===== src/rtl/pipe_hazard_ctrl.sv =====
// Stall/flush sequencer for the 5-stage pipeline: load-use, branch redirect, memory waits, CSR drain.
// Define HAZ_PERF_CNT_EN to build the saturating stall/flush perf counters; otherwise they read 0.
module pipe_hazard_ctrl #(
  parameter int DRAIN_CYCLES = 3,
  parameter int CNT_W        = 32
) (
  input  logic             clk,
  input  logic             nrst,
  input  logic [4:0]       id_rs1,
  input  logic [4:0]       id_rs2,
  input  logic [1:0]       id_dep_check,
  input  logic             id_csr,
  input  logic [4:0]       ex_rd,
  input  logic             ex_load,
  input  logic             ex_branch_taken,
  input  logic             imem_busy,
  input  logic             dmem_busy,
  output logic             pc_stall,
  output logic             fd_stall,
  output logic             fd_flush,
  output logic             de_stall,
  output logic             de_flush,
  output logic             em_stall,
  output logic             mw_stall,
  output logic [CNT_W-1:0] stall_cycles,
  output logic [CNT_W-1:0] flush_events
);

  localparam int DW = (DRAIN_CYCLES > 1) ? $clog2(DRAIN_CYCLES) : 1;
  localparam logic [DW-1:0] DRAIN_LOAD = DW'(DRAIN_CYCLES - 1);

  typedef enum logic [1:0] {
    RUN       = 2'd0,
    MEM_WAIT  = 2'd1,
    SERIALIZE = 2'd2,
    CSR_ISSUE = 2'd3
  } state_t;

  state_t        state_q, state_d;
  state_t        prev_q, prev_d;
  state_t        cur_state;
  logic [DW-1:0] drain_q, drain_d;

  logic hit_rs1, hit_rs2, load_use;
  logic pc_stall_c, fd_stall_c, fd_flush_c, de_stall_c, de_flush_c, em_stall_c, mw_stall_c;

  // MEM_WAIT is transparent once dmem_busy drops: act as the state it interrupted.
  always_comb begin
    cur_state = state_q;
    if (state_q == MEM_WAIT) begin
      cur_state = prev_q;
    end
  end

  always_comb begin
    hit_rs1  = id_dep_check[0] && (id_rs1 == ex_rd);
    hit_rs2  = id_dep_check[1] && (id_rs2 == ex_rd);
    load_use = ex_load && (ex_rd != 5'd0) && (hit_rs1 || hit_rs2);
  end

  always_comb begin
    pc_stall_c = 1'b0;
    fd_stall_c = 1'b0;
    fd_flush_c = 1'b0;
    de_stall_c = 1'b0;
    de_flush_c = 1'b0;
    em_stall_c = 1'b0;
    mw_stall_c = 1'b0;
    state_d    = state_q;
    prev_d     = prev_q;
    drain_d    = drain_q;

    if (dmem_busy) begin
      pc_stall_c = 1'b1;
      fd_stall_c = 1'b1;
      de_stall_c = 1'b1;
      em_stall_c = 1'b1;
      mw_stall_c = 1'b1;
      state_d    = MEM_WAIT;
      prev_d     = cur_state;
    end else if (ex_branch_taken) begin
      // Any CSR op being drained is younger than the branch, so it is squashed too.
      fd_flush_c = 1'b1;
      de_flush_c = 1'b1;
      state_d    = RUN;
      drain_d    = '0;
    end else begin
      unique case (cur_state)
        RUN: begin
          state_d = RUN;
          if (id_csr) begin
            pc_stall_c = 1'b1;
            fd_stall_c = 1'b1;
            de_flush_c = 1'b1;
            drain_d    = DRAIN_LOAD;
            state_d    = (DRAIN_CYCLES <= 1) ? CSR_ISSUE : SERIALIZE;
          end else if (load_use) begin
            pc_stall_c = 1'b1;
            fd_stall_c = 1'b1;
            de_flush_c = 1'b1;
          end else if (imem_busy) begin
            pc_stall_c = 1'b1;
            fd_flush_c = 1'b1;
          end
        end
        SERIALIZE: begin
          pc_stall_c = 1'b1;
          fd_stall_c = 1'b1;
          de_flush_c = 1'b1;
          if (drain_q <= DW'(1)) begin
            drain_d = '0;
            state_d = CSR_ISSUE;
          end else begin
            drain_d = drain_q - DW'(1);
            state_d = SERIALIZE;
          end
        end
        CSR_ISSUE: begin
          pc_stall_c = 1'b1;
          fd_flush_c = 1'b1;
          drain_d    = '0;
          state_d    = RUN;
        end
        default: begin
          state_d = RUN;
          drain_d = '0;
        end
      endcase
    end
  end

  always_ff @(posedge clk or negedge nrst) begin
    if (!nrst) begin
      state_q <= RUN;
      prev_q  <= RUN;
      drain_q <= '0;
    end else begin
      state_q <= state_d;
      prev_q  <= prev_d;
      drain_q <= drain_d;
    end
  end

  // Controls are forced low while reset is asserted, independent of the hazard inputs.
  assign pc_stall = nrst & pc_stall_c;
  assign fd_stall = nrst & fd_stall_c;
  assign fd_flush = nrst & fd_flush_c;
  assign de_stall = nrst & de_stall_c;
  assign de_flush = nrst & de_flush_c;
  assign em_stall = nrst & em_stall_c;
  assign mw_stall = nrst & mw_stall_c;

`ifdef HAZ_PERF_CNT_EN
  logic [CNT_W-1:0] stall_cnt_q, stall_cnt_d;
  logic [CNT_W-1:0] flush_cnt_q, flush_cnt_d;

  always_comb begin
    stall_cnt_d = stall_cnt_q;
    flush_cnt_d = flush_cnt_q;
    if (pc_stall_c && !(&stall_cnt_q)) begin
      stall_cnt_d = stall_cnt_q + CNT_W'(1);
    end
    if ((fd_flush_c || de_flush_c) && !(&flush_cnt_q)) begin
      flush_cnt_d = flush_cnt_q + CNT_W'(1);
    end
  end

  always_ff @(posedge clk or negedge nrst) begin
    if (!nrst) begin
      stall_cnt_q <= '0;
      flush_cnt_q <= '0;
    end else begin
      stall_cnt_q <= stall_cnt_d;
      flush_cnt_q <= flush_cnt_d;
    end
  end

  assign stall_cycles = stall_cnt_q;
  assign flush_events = flush_cnt_q;
`else
  assign stall_cycles = '0;
  assign flush_events = '0;
`endif

endmodule


===== config.mk =====
export PLATFORM = sky130hd
export DESIGN_NAME = pipe_hazard_ctrl
export DESIGN_NICKNAME = d
export VERILOG_FILES = /design/src/rtl/pipe_hazard_ctrl.sv
export SDC_FILE = /design/constraint.sdc
export NUM_CORES = 1
export LEC_CHECK = 0
export ABC_AREA = 1
export BUFFER_PORTS_ARGS = -buffer_cell sky130_fd_sc_hd__buf_2
export CORE_ASPECT_RATIO = 1.1
export CORE_UTILIZATION = 40
export CTS_CLUSTER_DIAMETER = 30
export CTS_CLUSTER_SIZE = 20
export DETAILED_ROUTE_END_ITERATION = 7
export GPL_ROUTABILITY_DRIVEN = 0
export HOLD_SLACK_MARGIN = 0.02
export PLACE_DENSITY = 0.85
export RECOVER_POWER = 50
export SLEW_MARGIN = 30
export SYNTH_ARGS = -nofsm -noshare
export SYNTH_HDL_FRONTEND = slang
export SYNTH_SLANG_ARGS = --single-unit

===== constraint.sdc =====
create_clock -name clk -period 2.9 [get_ports clk]
set_input_delay 0.87 -clock clk [delete_from_list [all_inputs] [get_ports clk]]
set_output_delay 0.87 -clock clk [all_outputs]
set_load 0.05 [all_outputs]

==> flow_summary.yaml, run 1 <==
detailed_routing:
  vias: 973
  ant_nets: 0
  drc: 0
  avgViaCountPerCell: 4.02
  routed_wl_um: 1990
  first_iter_violations: 13
  dr.pass1.iters: 4
  routedWlPerCell_um: 8.22
synth:
  synth_cells: 180
  yosysWarnings: 0
  synth_area_um2: 1140
  post_synth.cell_area_avg_um2: 6.36
  seq_area_frac_synth: 0.131
  ys_types: 22
  ys_ff_latch: 6
power:
  ir_drop_mv: 0.259
  leakagePower_uw: 0.000789
  fin_total_pwr_uw: 545
  power_density_nw_per_um2: 441
global_routing:
  grt_pass1_vias: 763
  grt_pass1_wl_um: 2970
  grt_max_degree: 10
  grt_overflow: 0
  grtUsageTotal: 0.132
  antenna_found_initial: 0
setup_path:
  slowest_stage: "buf_6"
  start_kind: "input pin"
  crit_fanout: 4
  crit_top_cell: "nand2_2"
  end_kind: "output pin"
  path_delay_family: "simple AND/OR/NAND/NOR gates"
  crit_arrival_ps: 1960
  critPathRequiredTime_ps: 2030
  max_stage_delay_ps: 170
  crit_path_cell_trace: "buf_8 -> nand2_2 -> nand2_2 -> nor2_2 -> nand3_1 -> nand2_1 -> nand2_1 -> nand2_2 -> nand2_2 -> nand2_2 -> nand2_2 -> a21oi_2 -> buf_6"
  path_buf_inv: 2
  critical_path_class: "input pin to output pin"
cts:
  clkTransAtPathRegs_ps: 50
  post_cts_buffers: 0
  cts.sinks: 6
  clock_latency_ps: 250
  cts_buffers: 3
  clock_path_buffers: 2
  h-tree-depth: 1
  tritoncts: "yes"
  clock-root-buffer: "clkbuf_4"
timing:
  finalHoldViolCount: 0
  rsz0062_at_grt: "true"
  clock.fmax_ghz: 0.353
  period_needed_ps: 2830
  finalCritPeriodShare: 0.977
  whs_ps: 455
  slew_viol_final: 0
  finClkSkew_ps: 0.269
  setup_viol: 0
  fin_setup_tns_ps: 0
place:
  hpwl_um: 1590
  placed_area_um2: 1090
  numPortBuffers: 30
floorplan:
  dieArea_um2: 3080
  die_h_um: 58.1
  start_util: 0.438
  core_um2: 2620
  die_x_um: 53.0
  std_cell_rows: 19
  io_pins: 95
final_layout:
  finish.instance_area_um2: 1240
  area_growth_pct: 8.09
  drive_gt1_frac: 0.289
  num_antenna_cells: 0
  fin_nets: 241
status:
  outcome: "finished clean"
job:
  maxCapViolations: 0
min_path:
  hp-class: "input pin to async pin"
metal layers:
layer,share of wire,vias up,track usage
li1,-,477,-
met1,0.32,418,0.124
met2,0.55,72,0.235
met3,0.10,6,0.0551
met4,0.031,0,0.0752
met5,0,-,0
timing repair:
item / in CTS / in global routing
gates resized for setup: 4 / 40
hold buffers: 0 / 0
pin swaps: 1 / 18
endpoints found under the setup margin: 2 / 4
state kept, by name (all words and copies together) (netlist names):
signal,cells
state_q,2
prev_q,2
drain_q,2
where the power goes:
part | internal [uW] | switching (uW)
Clock | 46.9 | 32.1
Combinational | 70.6 | 292
Sequential | 95.0 | 8.13
logic make-up after synthesis:
family	synth area share
buffers and inverters	0.515
adder cells (fa/ha/maj)	0.0437
AND/OR/NAND/NOR	0.225
flip-flops	0.131
other	0.00328
AO/OA/AOI/OAI	0.0820
path summary, 6_finish.rpt:
| kind | from | end | slack (ps) | depth (start not counted) |
|---|---|---|---|---|
| max reg2reg | state_q[0]$_DFF_PN0_ | drain_q[1]$_DFFE_PN0P_ | 1290 | 7 |
| max | ex_rd[4] | de_flush | 70 | 13 |
| min | nrst | prev_q[1]$_DFFE_PN0P_ | 460 | 1 |
| min reg2reg | prev_q[1]$_DFFE_PN0P_ | prev_q[1]$_DFFE_PN0P_ | 500 | 2 |
| min in group clk | prev_q[1]$_DFFE_PN0P_ | prev_q[1]$_DFFE_PN0P_ | 500 | 2 |
| max in group asynchronous | nrst | prev_q[0]$_DFFE_PN0P_ | 2280 | 1 |
worst register-to-register path: stages, from the launching register on:
cell and delay (ps):
dfrtp_1 400, a21oi_1 310, inv_1 110, ha_1 210, inv_1 130, nor3_1 70
o2111ai_1 160, o21ai_0 100
through the flow:
step | instances | worst slack, ps | util
after global placement | 239 | -60.9 | 0.415
final | 242 | 66.0 | 0.473
after detailed placement | 239 | -71.9 | 0.415
after CTS | 242 | 6.09 | 0.429
after global routing | 242 | -84.9 | 0.473
after floorplan | 243 | 54.9 | -
final cells by class:
cell class	count	area (um^2)
multi-input combinational	146	683
tap	31	38.8
inverter	25	98.8
sequential	6	150
clock buffer	3	22.5
fill	264	1380
timing repair buffer	31	244
cell usage after synthesis:
cell	number	area (um^2)
dfrtp_1	6	150
nand3_1	4	20.0
nand4_1	1	6.26
nor4_1	1	6.26
nand3b_1	1	7.51
o21ai_2	1	8.76
o21ai_0	4	20.0
nor3_1	1	5.00
nor2_1	12	45.0
ha_1	4	50.1
nand2_2	1	6.26
conb_1	1	3.75
inv_1	20	75.1
buf_4	66	495
o21ai_4	1	16.3
a21oi_2	1	8.76
o2111ai_1	1	8.76
nand2_1	43	161
a21oi_1	4	20.0
a31oi_1	1	6.26
inv_2	5	18.8
o21ai_1	1	5.00
layout by cell type (no fill, tap or decap):
| cell | count |
|---|---|
| nor4_1 | 1 |
| nand2_2 | 14 |
| inv_1 | 17 |
| o2111ai_1 | 1 |
| buf_4 | 3 |
| o21ai_2 | 1 |
| nor2_2 | 2 |
| buf_2 | 15 |
| buf_6 | 10 |
| dfrtp_1 | 6 |
| clkbuf_4 | 3 |
| nand3_1 | 4 |
| ha_1 | 4 |
| nand2_1 | 30 |
| nor3_1 | 1 |
| conb_1 | 64 |
| o21ai_4 | 1 |
| nand3b_1 | 1 |
| a31oi_1 | 1 |
| buf_8 | 2 |
| o21ai_0 | 4 |
| nand4_1 | 1 |
| o21ai_1 | 1 |
| inv_2 | 6 |
| a21oi_2 | 2 |
| a21oi_1 | 3 |
| inv_4 | 2 |
| nor2_1 | 10 |
| clkbuf_1 | 1 |
No activity file was read; power rests on OpenSTA's default activity.
==> inputs of run 2 (changes only) <==
Settings changed: ABC_AREA 1 to 0, PLACE_DENSITY 0.85 to 0.86.
==> run 2 against run 1 <==
Final cell count down 18%. Sequential share of layout area up 0.42 points. Core utilization fell by 0.30 points. Sequential power about the same. Clock skew hardly changed. Area after synthesis down 4.2%. Design area fell by 3.3%. The flow now finishes with violations (setup timing). Worst setup slack got worse by 98 ps. Non-clock buffer count rose by 4. Clock power fell by 7.5%. Global-route usage down 2.7 points. Clock-buffer cell count is the same. Largest power group unchanged.
==> flow_summary.yaml, run 2 <==
global_routing:
  grt_pass1_vias: 619
  grt_max_degree: 12
  grtUsageTotal: 0.106
  grt_overflow: 0
  grt_pass1_wl_um: 2390
  antenna_found_initial: 0
synth:
  synth_cells: 135
  async_flop_share: 1.00
  synth_top_family_by_area: "buffers and inverters"
  synth_most_common_cell: "buf_4"
  synth_top_area_share: 0.452
  synth_largest_area_cell: "buf_4"
  ys.flop_type: "dfrtp_1"
  synth_common_cells: "buf_4, xor2_1, dfrtp_1"
  synthXorXnorAreaFrac: 0.0798
  synth_enable_flop_cells: 0
  post_synth.cell_area_avg_um2: 8.13
  synth_area_um2: 1100
  synthAdderAreaFrac: 0.0456
  yosysWarnings: 0
  seq_area_frac_synth: 0.137
  synth_compound_area_frac: 0.139
  synth-simple-area-share: 0.109
  ys_types: 38
  synth_area_leaders: "buf_4, dfrtp_1, xor2_1"
  ys_ff_latch: 6
  muxShareOfSynthArea: 0.0103
min_path:
  hp-start: "prev_q[0]$_DFFE_PN0P_"
  hp-class: "flip-flop to flip-flop"
  worstHoldPathCells: 1
final_layout:
  regArea_um2: 150
  final_common_cell: "conb_1"
  drive_gt1_frac: 0.311
  num_antenna_cells: 0
  fin_nets: 197
  top_regs: "drain_q (2), prev_q (2), state_q (2)"
  most-common-layout-cells: "conb_1, buf_2, dfrtp_1, buf_6"
  layoutNonFillerInstCount: 198
  multi_input_area_um2: 727
  area_growth_pct: 9.01
  fin_util: 0.470
  fill_cells: 249
setup_path:
  critical_path_class: "input pin to output pin"
  crit_fanout: 4
  rrSetupSlack_ps: 1240
  startpoint: "ex_rd[3]"
  crit_arrival_ps: 2060
  ff2ff_path_depth: 5
  start_kind: "input pin"
  critPathRequiredTime_ps: 2030
  end_kind: "output pin"
  critical_path.reg2reg.startpoint: "prev_q[1]$_DFFE_PN0P_"
detailed_routing:
  vias: 782
  drc: 0
  routed_wl_um: 1810
  avgViaCountPerCell: 3.95
  dr.pass1.iters: 3
  routedWlPerCell_um: 9.16
  first_iter_violations: 2
  ant_nets: 0
place:
  numPortBuffers: 30
  hpwl_um: 1500
  dp_cells: 195
cts:
  clock-root-buffer: "clkbuf_4"
  cts_buffers: 3
  clkTransAtPathRegs_ps: 40
  post_cts_buffers: 0
  h-tree-depth: 1
  clock_latency_ps: 230
  cts-hold-fix-buffers: 0
  clock_path_buffers: 2
  cts.sinks: 6
  tritoncts: "yes"
timing:
  fin_setup_tns_ps: -99.5
  setup_viol: 4
  period_needed_ps: 2930
  fin_ws_ps: -31.9
  finClkSkew_ps: 0.629
  rsz0062_at_grt: "true"
  clock.fmax_ghz: 0.341
  slew_viol_final: 0
  finalCritPeriodShare: 1.01
  finalHoldViolCount: 0
power:
  p_seq_frac: 0.182
  switching_power_uw: 336
  leakagePower_uw: 0.000648
  p_int_uw: 240
  pwr-share-comb: 0.691
  ir_drop_mv: 0.228
  switching_share: 0.584
  power_density_nw_per_um2: 482
  pwr-share-clk: 0.127
floorplan:
  start_util: 0.431
  die_x_um: 51.9
  std_cell_rows: 19
  io_pins: 95
  die_h_um: 56.9
  dieArea_um2: 2960
  core_um2: 2540
status:
  violations: "setup timing"
  outcome: "complete, but fails checks"
job:
  maxCapViolations: 0
run 2: changes by cell type in the layout (fill, tap and decap cells not counted), moves of 3 or more:
cell	before	now
buf_6	10	6
inv_1	17	2
nand3_1	4	1
nand2_1	30	0
xor2_2	0	3
nand2_2	14	1
nor2_1	10	5
inv_2	6	0
xor2_1	0	5
buf_2	15	20
run 2: power groups by stage:
stage / sequential [uW] / clock, uW / combinational (uW)
finish: 105 / 73.1 / 398
global route: 106 / 82.4 / 422
CTS: 105 / 75.9 / 389
detailed placement: 106 / 0 / 371
global placement: 105 / 0 / 367
floorplan: 104 / 0 / 381
run 2: critical path, cell delays in order:
cell and delay [ps]:
buf_8 100, or4_4 530, o21a_4 230, nand4_1 100
o21ai_2 70, buf_6 160
run 2: kinds of logic after synthesis:
| kind of cell | after synthesis |
|---|---|
| adder cells (fa/ha/maj) | 4 |
| buffers and inverters | 71 |
| multiplexers | 1 |
| AND/OR/NAND/NOR | 21 |
| AO/OA/AOI/OAI | 21 |
| XOR/XNOR | 10 |
| flip-flops | 6 |
| other | 1 |
run 2: repair_timing:
action                                  4_1_cts  5_1_grt
gates resized for setup                      17       12
pin swaps                                     9       10
endpoints found under the setup margin        4        4
run 2: final timing paths:
| path | to |
|---|---|
| hold reg to reg | prev_q[0]$_DFFE_PN0P_ |
| setup reg to reg | drain_q[0]$_DFFE_PN0P_ |
| max in group asynchronous | prev_q[1]$_DFFE_PN0P_ |
| setup / recovery | fd_stall |
| hold / removal | prev_q[0]$_DFFE_PN0P_ |
| min in group asynchronous | state_q[1]$_DFF_PN0_ |
run 2: final cells by class:
class	count	area share
clock buffer	3	0.0188
inverter	2	0.00628
timing repair buffer	35	0.209
multi-input combinational	121	0.608
tap	31	0.0324
sequential	6	0.126
run 2: through the flow:
step / power, uW / hold slack [ps] / setup WS (ps) / area, um^2
after floorplan: 485 / 475 / -185 / 1340
after global placement: 472 / 494 / -136 / 1050
after detailed placement: 478 / 511 / -164 / 1050
after CTS: 570 / 521 / -78.9 / 1140
after global routing: 610 / 534 / -59.1 / 1200
final: 576 / 514 / -31.9 / 1200
run 2: per-layer routing:
metal,share of wire,global-route usage,up-vias
met3,0.077,0.0213,0
met5,0,0,-
met4,0,0.0347,0
met2,0.57,0.212,45
li1,-,-,385
met1,0.35,0.101,352
==> inputs of run 3 (changes only) <==
Settings changed: ABC_AREA 0 to 1, CELL_PAD_IN_SITES_DETAIL_PLACEMENT set to 0, CELL_PAD_IN_SITES_GLOBAL_PLACEMENT set to 1, CORE_UTILIZATION 40 to 26, PLACE_DENSITY 0.86 to 0.88, SETUP_SLACK_MARGIN set to 0.15.
==> run 3 against run 2 <==
The run now ends clean. Sequential share of layout area down 1.5 points. Final cell count rose by 34%. Worst setup slack better by 93 ps. Non-clock buffer count shrank 2. Fmax grew 3.3%. Critical endpoint is now de_flush.
==> flow_summary.yaml, run 3 (same netlist as run 1, synthesis figures left out) <==
status:
  outcome: "finished clean"
cts:
  clkTransAtPathRegs_ps: 40
  cts.sinks: 6
  clock-root-buffer: "clkbuf_8"
  cts_buffers: 3
  tritoncts: "yes"
  cts-hold-fix-buffers: 0
  h-tree-depth: 1
  post_cts_buffers: 0
  clock_latency_ps: 220
  clock_path_buffers: 2
final_layout:
  drive_gt1_frac: 0.305
  final_common_cell: "conb_1"
  num_antenna_cells: 0
  area_growth_pct: 18.3
  fill_cells: 467
  most-common-layout-cells: "conb_1, nand2_1, inv_1"
  top_regs: "drain_q (2), prev_q (2), state_q (2)"
  fin_nets: 243
setup_path:
  critical_path.reg2reg.startpoint: "state_q[0]$_DFF_PN0_"
  path_delay_family: "simple AND/OR/NAND/NOR gates"
  ff2ff_path_depth: 7
  r2r-end: "drain_q[1]$_DFFE_PN0P_"
  critPathRequiredTime_ps: 2030
  end_kind: "output pin"
  slowest_stage: "buf_6"
  start_kind: "input pin"
  critical_path_class: "input pin to output pin"
  path_buf_inv: 3
  crit_path_cell_trace: "buf_6 -> inv_2 -> nand2_1 -> nand2_1 -> nor2_1 -> nand3_1 -> nand2_1 -> nand2_2 -> nand2_2 -> nand2_2 -> nand2_2 -> nand2_4 -> a21oi_4 -> buf_6"
  crit_fanout: 4
  max_stage_delay_ps: 170
  crit_arrival_ps: 1970
  crit_top_cell: "nand2_2"
  rrSetupSlack_ps: 1280
detailed_routing:
  drc: 0
  ant_nets: 0
  routedWlPerCell_um: 7.12
  dr.pass1.iters: 4
  vias: 943
  wl_met2_um: 966
  met1_length_um: 744
  first_iter_violations: 10
  avgViaCountPerCell: 3.56
  routed.top_layer: "met3"
  routed-wl-met3_um: 175
  routed_wl_um: 1890
min_path:
  hp-start: "prev_q[1]$_DFFE_PN0P_"
  hold_end: "prev_q[1]$_DFFE_PN0P_"
  hp-class: "flip-flop to flip-flop"
  worstHoldPathCells: 2
global_routing:
  grt_overflow: 0
  grt_max_degree: 10
  grt_pass1_vias: 730
  grt_pass1_wl_um: 2820
  grtUsageTotal: 0.0735
  antenna_found_initial: 0
timing:
  finClkSkew_ps: 0.998
  whs_ps: 485
  finalHoldViolCount: 0
  fin_ws_ps: 61.5
  slew_viol_final: 0
  period_needed_ps: 2840
  setup_viol: 0
  rsz0062_at_grt: "true"
  finalCritPeriodShare: 0.979
  clock.fmax_ghz: 0.352
floorplan:
  dieArea_um2: 4670
  die_x_um: 65.3
  std_cell_rows: 24
  start_util: 0.280
  io_pins: 95
  die_h_um: 71.6
  core_um2: 4080
power:
  ir_drop_mv: 0.124
  fin_total_pwr_uw: 604
  power_density_nw_per_um2: 446
  leakagePower_uw: 0.000820
job:
  maxCapViolations: 0
place:
  pre_cts_slack_ps: -131
  hpwl_um: 1590
  numPortBuffers: 30
-- run 3: cell types whose count changed in the layout (fill, tap and decap cells not counted), moves of 4 or more --
cell	previous run	this run
buf_2	20	13
nand2_2	1	11
nand2_1	0	32
inv_2	0	6
buf_6	6	14
inv_1	2	16
xor2_1	5	0
nor2_1	5	9
-- run 3: where the power goes --
| group | switching [uW] | internal [uW] |
|---|---|---|
| clock network | 35.3 | 89.1 |
| registers | 7.02 | 95.1 |
| logic | 298 | 79.2 |
| total | 341 | 263 |
-- run 3: layout make-up --
| type | instances | area [um^2] | area share |
|---|---|---|---|
| Clock buffer | 3 | 41.3 | 0.0305 |
| Timing Repair Buffer | 33 | 287 | 0.212 |
| Multi-Input combinational cell | 146 | 709 | 0.524 |
| Sequential cell | 6 | 150 | 0.111 |
| Tap cell | 52 | 65.1 | 0.0481 |
| Inverter | 25 | 101 | 0.0749 |
-- run 3: how the worst max path moves through the flow --
| stage | startpoint | endpoint | slack [ps] | cells past startpoint |
|---|---|---|---|---|
| 2_1_floorplan | ex_rd[1] | fd_flush | 130 | 9 |
| 3_3_place_gp | ex_rd[4] | fd_stall | -100 | 14 |
| 3_5_place_dp | ex_rd[4] | de_flush | -130 | 14 |
| 4_1_cts | ex_rd[2] | de_flush | -20 | 13 |
| 5_1_grt | ex_rd[1] | de_flush | -60 | 14 |
| 6_report | ex_rd[1] | de_flush | 60 | 14 |
-- run 3: metal layers --
metal	vias up	GRT usage
met2	59	0.140
met3	0	0.0159
met5	-	0
li1	482	-
met4	0	0.0169
met1	402	0.0814
-- run 3: worst min-delay path, stage by stage (launching register included) --
cell and delay, ps:
dfrtp_1 330, nand2_1 50, o21ai_0 60
-- run 3: through the flow --
stage	instances	cell area (um^2)	utilization	TNS (ps)
2_1_floorplan	243	1400	-	0
5_1_grt	265	1350	0.331	-113
4_1_cts	265	1270	0.312	-23.0
3_3_place_gp	262	1140	0.280	-213
3_5_place_dp	262	1140	0.280	-264
6_report	265	1350	0.331	0
-- run 3: timing repair --
item	4_1_cts	5_1_grt
setup endpoints to repair	4	4
pin swaps	12	20
resized for setup	25	26
gates cloned	0	0
hold endpoints to repair	0	0
